File: config.mk
export PLATFORM = sky130hd
export DESIGN_NAME = selector_navegacion
export DESIGN_NICKNAME = d
export VERILOG_FILES = /design/src/rtl/selector_navegacion.sv
export SDC_FILE = /design/constraint.sdc
export NUM_CORES = 1
export LEC_CHECK = 0
export ABC_AREA = 1
export CORE_ASPECT_RATIO = 0.8
export CORE_MARGIN = 2
export CORE_UTILIZATION = 25
export DETAILED_ROUTE_END_ITERATION = 8
export PLACE_DENSITY = 0.4
export SYNTH_ARGS = -nofsm -noshare
export SYNTH_HDL_FRONTEND = slang
export SYNTH_SLANG_ARGS = --single-unit
File: constraint.sdc
create_clock -name clk -period 2.7 [get_ports clk]
set_input_delay 0.81 -clock clk [delete_from_list [all_inputs] [get_ports clk]]
set_output_delay 0.81 -clock clk [all_outputs]
set_load 0.01 [all_outputs]
File: src/rtl/selector_navegacion.sv
// Five-button cursor for the 3x3 shape grid: sync + debounce + press-edge per button,
// wrap-around navigation, and a confirm/back FSM that freezes the cursor.
module selector_navegacion #(
  parameter int unsigned DEBOUNCE_CNT = 250000,
  parameter int unsigned CNT_W        = 18
) (
  input  logic       clk,
  input  logic       rst_n,
  input  logic       btn_up,
  input  logic       btn_down,
  input  logic       btn_left,
  input  logic       btn_right,
  input  logic       btn_enter,
  output logic       circulo,
  output logic       cuadrado,
  output logic       triangulo,
  output logic       ovalo,
  output logic       rectangulo,
  output logic       rombo,
  output logic       hexagono,
  output logic       pentagono,
  output logic       estrella,
  output logic       enter,
  output logic [3:0] shape_code,
  output logic       confirm_pulse
);

  localparam int unsigned NumBtn = 5;
  localparam logic [CNT_W-1:0] CntLast = CNT_W'(DEBOUNCE_CNT - 1);

  typedef enum logic {StNavegar, StConfirmado} state_e;

  // Bit order: 0 up, 1 down, 2 left, 3 right, 4 enter
  logic [NumBtn-1:0] raw;
  logic [NumBtn-1:0] sync1_q, sync2_q, stable_q, stable_dly_q, press_q;
  logic [CNT_W-1:0]  cnt_q [NumBtn];

  assign raw = {btn_enter, btn_right, btn_left, btn_down, btn_up};

  always_ff @(posedge clk or negedge rst_n) begin
    if (!rst_n) begin
      sync1_q      <= '0;
      sync2_q      <= '0;
      stable_q     <= '0;
      stable_dly_q <= '0;
      press_q      <= '0;
      for (int i = 0; i < NumBtn; i++) cnt_q[i] <= '0;
    end else begin
      sync1_q      <= raw;
      sync2_q      <= sync1_q;
      stable_dly_q <= stable_q;
      press_q      <= stable_q & ~stable_dly_q;
      for (int i = 0; i < NumBtn; i++) begin
        if (sync2_q[i] != stable_q[i]) begin
          if (cnt_q[i] == CntLast) begin
            stable_q[i] <= sync2_q[i];
            cnt_q[i]    <= '0;
          end else begin
            cnt_q[i] <= cnt_q[i] + 1'b1;
          end
        end else begin
          cnt_q[i] <= '0;
        end
      end
    end
  end

  logic p_up, p_down, p_left, p_right, p_enter;
  assign {p_enter, p_right, p_left, p_down, p_up} = press_q;

  state_e     state_q;
  logic [1:0] row_q, col_q, row_mv, col_mv;
  logic [3:0] code_q, code_mv;
  logic       enter_q, confirm_q;

  // Opposite pulses in the same cycle cancel; orthogonal pulses combine into a diagonal.
  always_comb begin
    row_mv = row_q;
    col_mv = col_q;
    if (p_up && !p_down)         row_mv = (row_q == 2'd0) ? 2'd2 : row_q - 2'd1;
    else if (p_down && !p_up)    row_mv = (row_q == 2'd2) ? 2'd0 : row_q + 2'd1;
    if (p_left && !p_right)      col_mv = (col_q == 2'd0) ? 2'd2 : col_q - 2'd1;
    else if (p_right && !p_left) col_mv = (col_q == 2'd2) ? 2'd0 : col_q + 2'd1;
    code_mv = {2'b00, row_mv} * 4'd3 + {2'b00, col_mv};
  end

  always_ff @(posedge clk or negedge rst_n) begin
    if (!rst_n) begin
      state_q   <= StNavegar;
      row_q     <= 2'd0;
      col_q     <= 2'd0;
      code_q    <= 4'd0;
      enter_q   <= 1'b0;
      confirm_q <= 1'b0;
    end else begin
      confirm_q <= 1'b0;
      case (state_q)
        StNavegar: begin
          if (p_enter) begin
            state_q   <= StConfirmado;
            enter_q   <= 1'b1;
            confirm_q <= 1'b1;
          end else begin
            row_q  <= row_mv;
            col_q  <= col_mv;
            code_q <= code_mv;
          end
        end
        StConfirmado: begin
          if (p_enter) begin
            state_q <= StNavegar;
            enter_q <= 1'b0;
          end
        end
        default: state_q <= StNavegar;
      endcase
    end
  end

  logic [8:0] sel;
  assign sel = 9'(16'd1 << code_q);

  assign {estrella, pentagono, hexagono, rombo, rectangulo, ovalo, triangulo, cuadrado, circulo} = sel;
  assign enter         = enter_q;
  assign shape_code    = code_q;
  assign confirm_pulse = confirm_q;

endmodule

# == Yosys cells after proc, flatten, opt, wreduce, memory -nomap -nowiden ==
# Cells that the tools add are included.
# classes
add_sub_neg,10
n_mul,1
div_mod_pow,0
magnitude_cmp,0
eq_ne,14
n_shift,1
n_mux,25
n_bitwise,4
reduce_logical,17
# ops
op,count
18-bit 2-to-1 mux,10
18-bit by 1-bit adder with 18-bit output (second input constant),5
18-bit equality test (second input constant),5
2-bit 2-to-1 mux,8
2-bit AND reduction,7
1-bit by 4-bit left shift with 9-bit output (first input constant),1
5-bit bitwise AND,1
1-bit 2-to-1 mux,5
1-bit inequality test,5
5-bit NOT,1
2-bit by 1-bit adder with 2-bit output (second input constant),2
4-bit by 2-bit adder with 4-bit output,1
2-bit equality test (second input constant),2
1-bit logical AND,4
1-bit zero test,4
2-bit zero test,2
2-bit by 2-bit multiplier with 4-bit output (second input constant),1
2-bit inequality test (second input constant),2
1-bit case mux with 2 select lines,2
2-bit by 1-bit subtractor with 2-bit output (second input constant),2
1-bit NOT,2
# word_totals
regBits,126
latchBits,0
ram_bits,0
romBits,0
input_bits,7
word_cells,92
n_memories,0

# == Logic depth before layout (Yosys ltp) ==
# Gate-level depths: netlist (run 1).
# logic_depth
depth_word,6
depth_mapped,11

# == Worst setup path after synthesis (run 1) ==
# Ideal clock, no wire load.
# synth_timing
kind,reg-to-reg
start,register row_q[0]
end,"register code_q[2], in the netlist shape_code[2]"
setup_time_ns,0.083
t_arrival_ns,2.275
t_required_ns,2.617
slack_ns,0.343
stages_incl_launch_ff,11
path_buffers,0
path_cell_list,dfrtp_1 -> inv_1 -> ha_1 -> nand2_1 -> o211ai_1 -> fa_1 -> inv_1 -> ha_1 -> inv_1 -> fa_1 -> o21ai_0
# synth_between
elab_chain_cells,6
# synth_rtl
element,line,source
start: declaration,72,"logic [1:0] row_q, col_q, row_mv, col_mv;"
start signal: assignment,104,row_q <= row_mv;
2-bit by 1-bit adder with 2-bit output or 2-bit equality test (tied branches),81,else if (p_down && !p_up) row_mv = (row_q == 2'd2) ? 2'd0 : row_q + 2'd1;
2-bit 2-to-1 mux (2 in a row),81,
2-bit 2-to-1 mux (*),80,if (p_up && !p_down) row_mv = (row_q == 2'd0) ? 2'd2 : row_q - 2'd1;
2-bit by 2-bit multiplier with 4-bit output (*),84,"code_mv = {2'b00, row_mv} * 4'd3 + {2'b00, col_mv};"
4-bit by 2-bit adder with 4-bit output (*),84,
end signal: assignment,106,code_q <= code_mv;
end: declaration,73,"logic [3:0] code_q, code_mv;"
# Mark *: on every way between the ends. The rest lies on a longest branch, timed or not.
# A chain may end at the register's enable or synchronous reset.

# == Final worst setup path (run 1) ==
# layout_timing
start,"register code_q[3], in the netlist shape_code[3]"
end,output triangulo
# layout_between
elab_chain_cells,1
# layout_rtl
element,line,source
1-bit by 4-bit left shift with 9-bit output,121,assign sel = 9'(16'd1 << code_q);
end: declaration,16,"output logic triangulo,"
# Every way passes these cells.

==> results of run 1 <==
[final timing paths]
path,from,cells after the start,slack [ps],endpoint
worst min-delay path,rst_n,1,330,cnt_q[52]
worst max register to register,row_q[1],10,230,shape_code[2]
worst max-delay path,shape_code[3],3,100,triangulo
worst min register to register,sync1_q[4],0,350,sync2_q[4]
max in group asynchronous,rst_n,2,1710,cnt_q[1]
min in group clk,sync1_q[4],0,350,sync2_q[4]
[registers in the layout (all words and copies together), names as in the netlist]
register / count
press_q: 5
stable_q: 5
row_q: 2
enter: 1
confirm_pulse: 1
state_q: 1
sync1_q: 5
shape_code: 4
sync2_q: 5
stable_dly_q: 5
cnt_q: 90
col_q: 2
[report_power, final]
group,switching (mW),leakage (nW),internal (mW),total [mW]
Sequential,0.0214,1.73,1.91,1.94
Combinational,0.0849,1.44,0.0355,0.120
Clock,0.918,0.277,1.37,2.29
Total,1.02,3.44,3.32,4.34
[logic make-up (layout without fill, tap and decap cells)]
family                   Yosys count  in the layout  share of synthesized area
AND/OR/NAND/NOR                  489            489                      0.341
adder cells (fa/ha/maj)           18             18                     0.0359
buffers and inverters            105            157                     0.0597
XOR/XNOR                          51             51                     0.0668
AO/OA/AOI/OAI                     33             33                     0.0258
flip-flops                       126            126                      0.471
[worst max-delay path: stages, from the launching register on]
cell and delay [ps]:
dfrtp_1 400, or2_2 340, nor2_1 90, clkdlybuf4s50_1 540
[cell usage after synthesis]
| cell type | n |
|---|---|
| a21oi_1 | 16 |
| and2_0 | 1 |
| buf_2 | 4 |
| clkbuf_1 | 1 |
| dfrtp_1 | 126 |
| fa_1 | 2 |
| ha_1 | 16 |
| inv_1 | 99 |
| inv_2 | 1 |
| nand2_1 | 140 |
| nand2_2 | 12 |
| nand2_4 | 5 |
| nand3_1 | 77 |
| nand3_2 | 4 |
| nand4_1 | 11 |
| nor2_1 | 181 |
| nor2_2 | 12 |
| nor2_4 | 20 |
| nor3_1 | 19 |
| nor3b_1 | 2 |
| o211ai_1 | 3 |
| o21ai_0 | 9 |
| o21ai_1 | 5 |
| or2_2 | 5 |
| xnor2_1 | 12 |
| xor2_1 | 39 |
[cell type report]
type,instances,area (µm²),area share
Clock buffer,17,425,0.0535
Multi-Input combinational cell,591,3140,0.395
Sequential cell,126,3150,0.396
Tap cell,357,447,0.0562
Inverter,100,375,0.0472
Clock inverter,15,161,0.0203
Timing Repair Buffer,25,254,0.0319
[layer usage]
metal,part of all wire,global-route usage,vias up
met4,0.0081,0.0345,0
met2,0.40,0.154,48
li1,-,-,2663
met5,0,0,-
met1,0.56,0.158,2260
met3,0.031,0.0303,10
[per-stage QoR]
step           total power [mW]  utilization  std cells  hold WS [ps]
5_1_grt                    4.54        0.303       1231           352
4_1_cts                    4.44        0.303       1230           335
2_1_floorplan              2.02            -        822           331
3_5_place_dp               2.10        0.280       1198           335
3_3_place_gp               2.10        0.280       1198           336
6_report                   4.34        0.303       1231           330
==> report_table.html, run 1 <==
<table>
<tr><th>Metric</th><th>Value</th></tr>
<tr><th colspan="2">Logic synthesis</th></tr>
<tr><td>Distinct cell type count of the synthesized netlist</td><td>26</td></tr>
<tr><td>Netlist Area Pre-Place</td><td>0.00669 mm²</td></tr>
<tr><td>Yosys Warn Count</td><td>0</td></tr>
<tr><td>Proportion of netlist area held by the largest area contributor</td><td>0.471</td></tr>
<tr><td>Net count after synthesis</td><td>847</td></tr>
<tr><td>Sequential area share after synthesis</td><td>0.471</td></tr>
<tr><td>Post-synthesis instance total</td><td>822</td></tr>
<tr><td>Post-synthesis register bit count</td><td>between 100 and 150</td></tr>
<tr><td>Cell type with the largest total area after synthesis</td><td>dfrtp_1</td></tr>
<tr><td>Top cells by area in the synthesized netlist</td><td>dfrtp_1 47%, nor2_1 10%, nand2_1 7.9%, nand3_1 5.8%, inv_1 5.6%</td></tr>
<tr><td>Average cell area after synthesis</td><td>8.14 µm²</td></tr>
<tr><th colspan="2">Clock network</th></tr>
<tr><td>Hold-fix buffer count after cts</td><td>0</td></tr>
<tr><td>Buffer cell driving the clock tree root</td><td>clkbuf_16</td></tr>
<tr><td>TritonCTS clock tree</td><td>yes</td></tr>
<tr><td>Longest Clk Path Bufs</td><td>2</td></tr>
<tr><td>H-tree Lvls</td><td>4</td></tr>
<tr><td># clock sinks</td><td>about 130</td></tr>
<tr><td>CTS-repair resized insts</td><td>0</td></tr>
<tr><td>Clock slew seen by the registers of the worst setup and hold paths</td><td>60 ps</td></tr>
<tr><td>Clock insertion delay at the later pin of the skew report</td><td>420 ps</td></tr>
<tr><td>Buffers inserted by post-CTS timing repair</td><td>0</td></tr>
<tr><td>Cts bufs inserted</td><td>17</td></tr>
<tr><th colspan="2">Global routing</th></tr>
<tr><td>Antenna violations before repair</td><td>0</td></tr>
<tr><td>Pin count of the biggest net entering global routing</td><td>48</td></tr>
<tr><td>Vias in the first global route</td><td>4884</td></tr>
<tr><td>Global-route usage over all layers</td><td>0.109</td></tr>
<tr><td>Aggregate global routing overflow</td><td>0</td></tr>
<tr><td>First-pass GRT wire length</td><td>roughly 24000 µm</td></tr>
<tr><th colspan="2">Timing</th></tr>
<tr><td>Timing-limited maximum frequency</td><td>385 MHz</td></tr>
<tr><td>Post-Route Skew</td><td>8.16 ps</td></tr>
<tr><td>Final clock period utilization by the worst path</td><td>0.962</td></tr>
<tr><td>Number of max-slew violations in the final report</td><td>0</td></tr>
<tr><td>Setup TNS</td><td>0 ps</td></tr>
<tr><td>Hold Vio Cnt, Final</td><td>0</td></tr>
<tr><td>Final critical-path setup slack</td><td>roughly 100 ps</td></tr>
<tr><td>Minimum period implied by the final worst setup slack</td><td>2600 ps</td></tr>
<tr><td>Setup repair after global routing missed its margin</td><td>false</td></tr>
<tr><td>Finish-stage setup viols</td><td>0</td></tr>
<tr><td>Headroom to the max-slew limit</td><td>0.694</td></tr>
<tr><td>Worst-Margin Slew</td><td>459 ps</td></tr>
<tr><th colspan="2">Run</th></tr>
<tr><td>Count of maximum capacitance violations</td><td>0</td></tr>
<tr><th colspan="2">Layout</th></tr>
<tr><td>Design area</td><td>0.00795 mm²</td></tr>
<tr><td>Most common cell after layout, fill and taps aside</td><td>nor2_1</td></tr>
<tr><td>Most frequent cells in the layout</td><td>181 x nor2_1, 140 x nand2_1, 126 x dfrtp_1</td></tr>
<tr><td>Diodes inserted</td><td>0</td></tr>
<tr><td>Number of nets in the finished design</td><td>886</td></tr>
<tr><td>Fraction of layout instances using a drive strength above 1</td><td>0.110</td></tr>
<tr><td>Final-layout fill cell count</td><td>2811</td></tr>
<tr><td>Synthesis-to-finish area growth</td><td>18.9%</td></tr>
<tr><th colspan="2">Placed design</th></tr>
<tr><td>DP Worst Slack</td><td>164 ps</td></tr>
<tr><td># port buffers</td><td>21</td></tr>
<tr><td>Gpl congestion</td><td>0.763</td></tr>
<tr><td>Area post-placement</td><td>0.00736 mm²</td></tr>
<tr><td>Detailed-placement wirelength estimate</td><td>10200 µm</td></tr>
<tr><th colspan="2">Setup path</th></tr>
<tr><td>Critical Path End Type</td><td>primary output</td></tr>
<tr><td>Startpoint-to-endpoint class of the critical path</td><td>reg -&gt; out</td></tr>
<tr><td>Maximum fanout along the worst path</td><td>4</td></tr>
<tr><td>Endpoint arrival time on the critical path</td><td>~1800 ps</td></tr>
<tr><td>Startpoint class of the critical path</td><td>flop</td></tr>
<tr><td>Endpoint required time on the critical path</td><td>1890 ps</td></tr>
<tr><th colspan="2">Power</th></tr>
<tr><td>Worst vdd rail ir drop</td><td>0.429 mV</td></tr>
<tr><td>Power density normalized to cell area</td><td>~550 mW/mm²</td></tr>
<tr><td>Static leakage</td><td>3.44 nW</td></tr>
<tr><th colspan="2">Detailed routing</th></tr>
<tr><td>Mean number of vias per cell</td><td>4.05</td></tr>
<tr><td>Drc violations</td><td>0</td></tr>
<tr><td>Routed length per placed instance</td><td>11.3 µm</td></tr>
<tr><td>Via count of the routed design</td><td>4981</td></tr>
<tr><td>Initial drt markers</td><td>193</td></tr>
<tr><td>Remaining antenna violation count</td><td>0</td></tr>
<tr><td>Total wirelength of the detailed-routed design</td><td>13900 µm</td></tr>
<tr><td>First-pass detailed-route iteration total</td><td>5</td></tr>
<tr><th colspan="2">Worst hold path</th></tr>
<tr><td>Type of the worst min-delay path</td><td>in -&gt; async</td></tr>
<tr><th colspan="2">Floorplanning</th></tr>
<tr><td>Die Span Y</td><td>150 µm</td></tr>
<tr><td>Initial cell density of the core</td><td>0.255</td></tr>
<tr><td>Placeable core area</td><td>0.0263 mm²</td></tr>
<tr><td>Width of the die</td><td>187 µm</td></tr>
<tr><td>Number of top-level design ports</td><td>22</td></tr>
<tr><td>Number of placement rows</td><td>53</td></tr>
<tr><td>Die area</td><td>between 0.02 and 0.03 mm²</td></tr>
<tr><th colspan="2">Status</th></tr>
<tr><td>Result of the run</td><td>complete, no violations</td></tr>
</table>
Note: power is estimated with default switching activity, not from simulation.
==> run 2: changes to the inputs <==
--- a/config.mk
+++ b/config.mk
@@ -9,6 +9,7 @@
 export CORE_ASPECT_RATIO = 0.8
 export CORE_MARGIN = 2
 export CORE_UTILIZATION = 25
+export CTS_CLUSTER_DIAMETER = 30
 export DETAILED_ROUTE_END_ITERATION = 8
 export PLACE_DENSITY = 0.4
 export SYNTH_ARGS = -nofsm -noshare
==> results of run 2 <==
Final layout, timing and power as in run 1 (identical DEF).
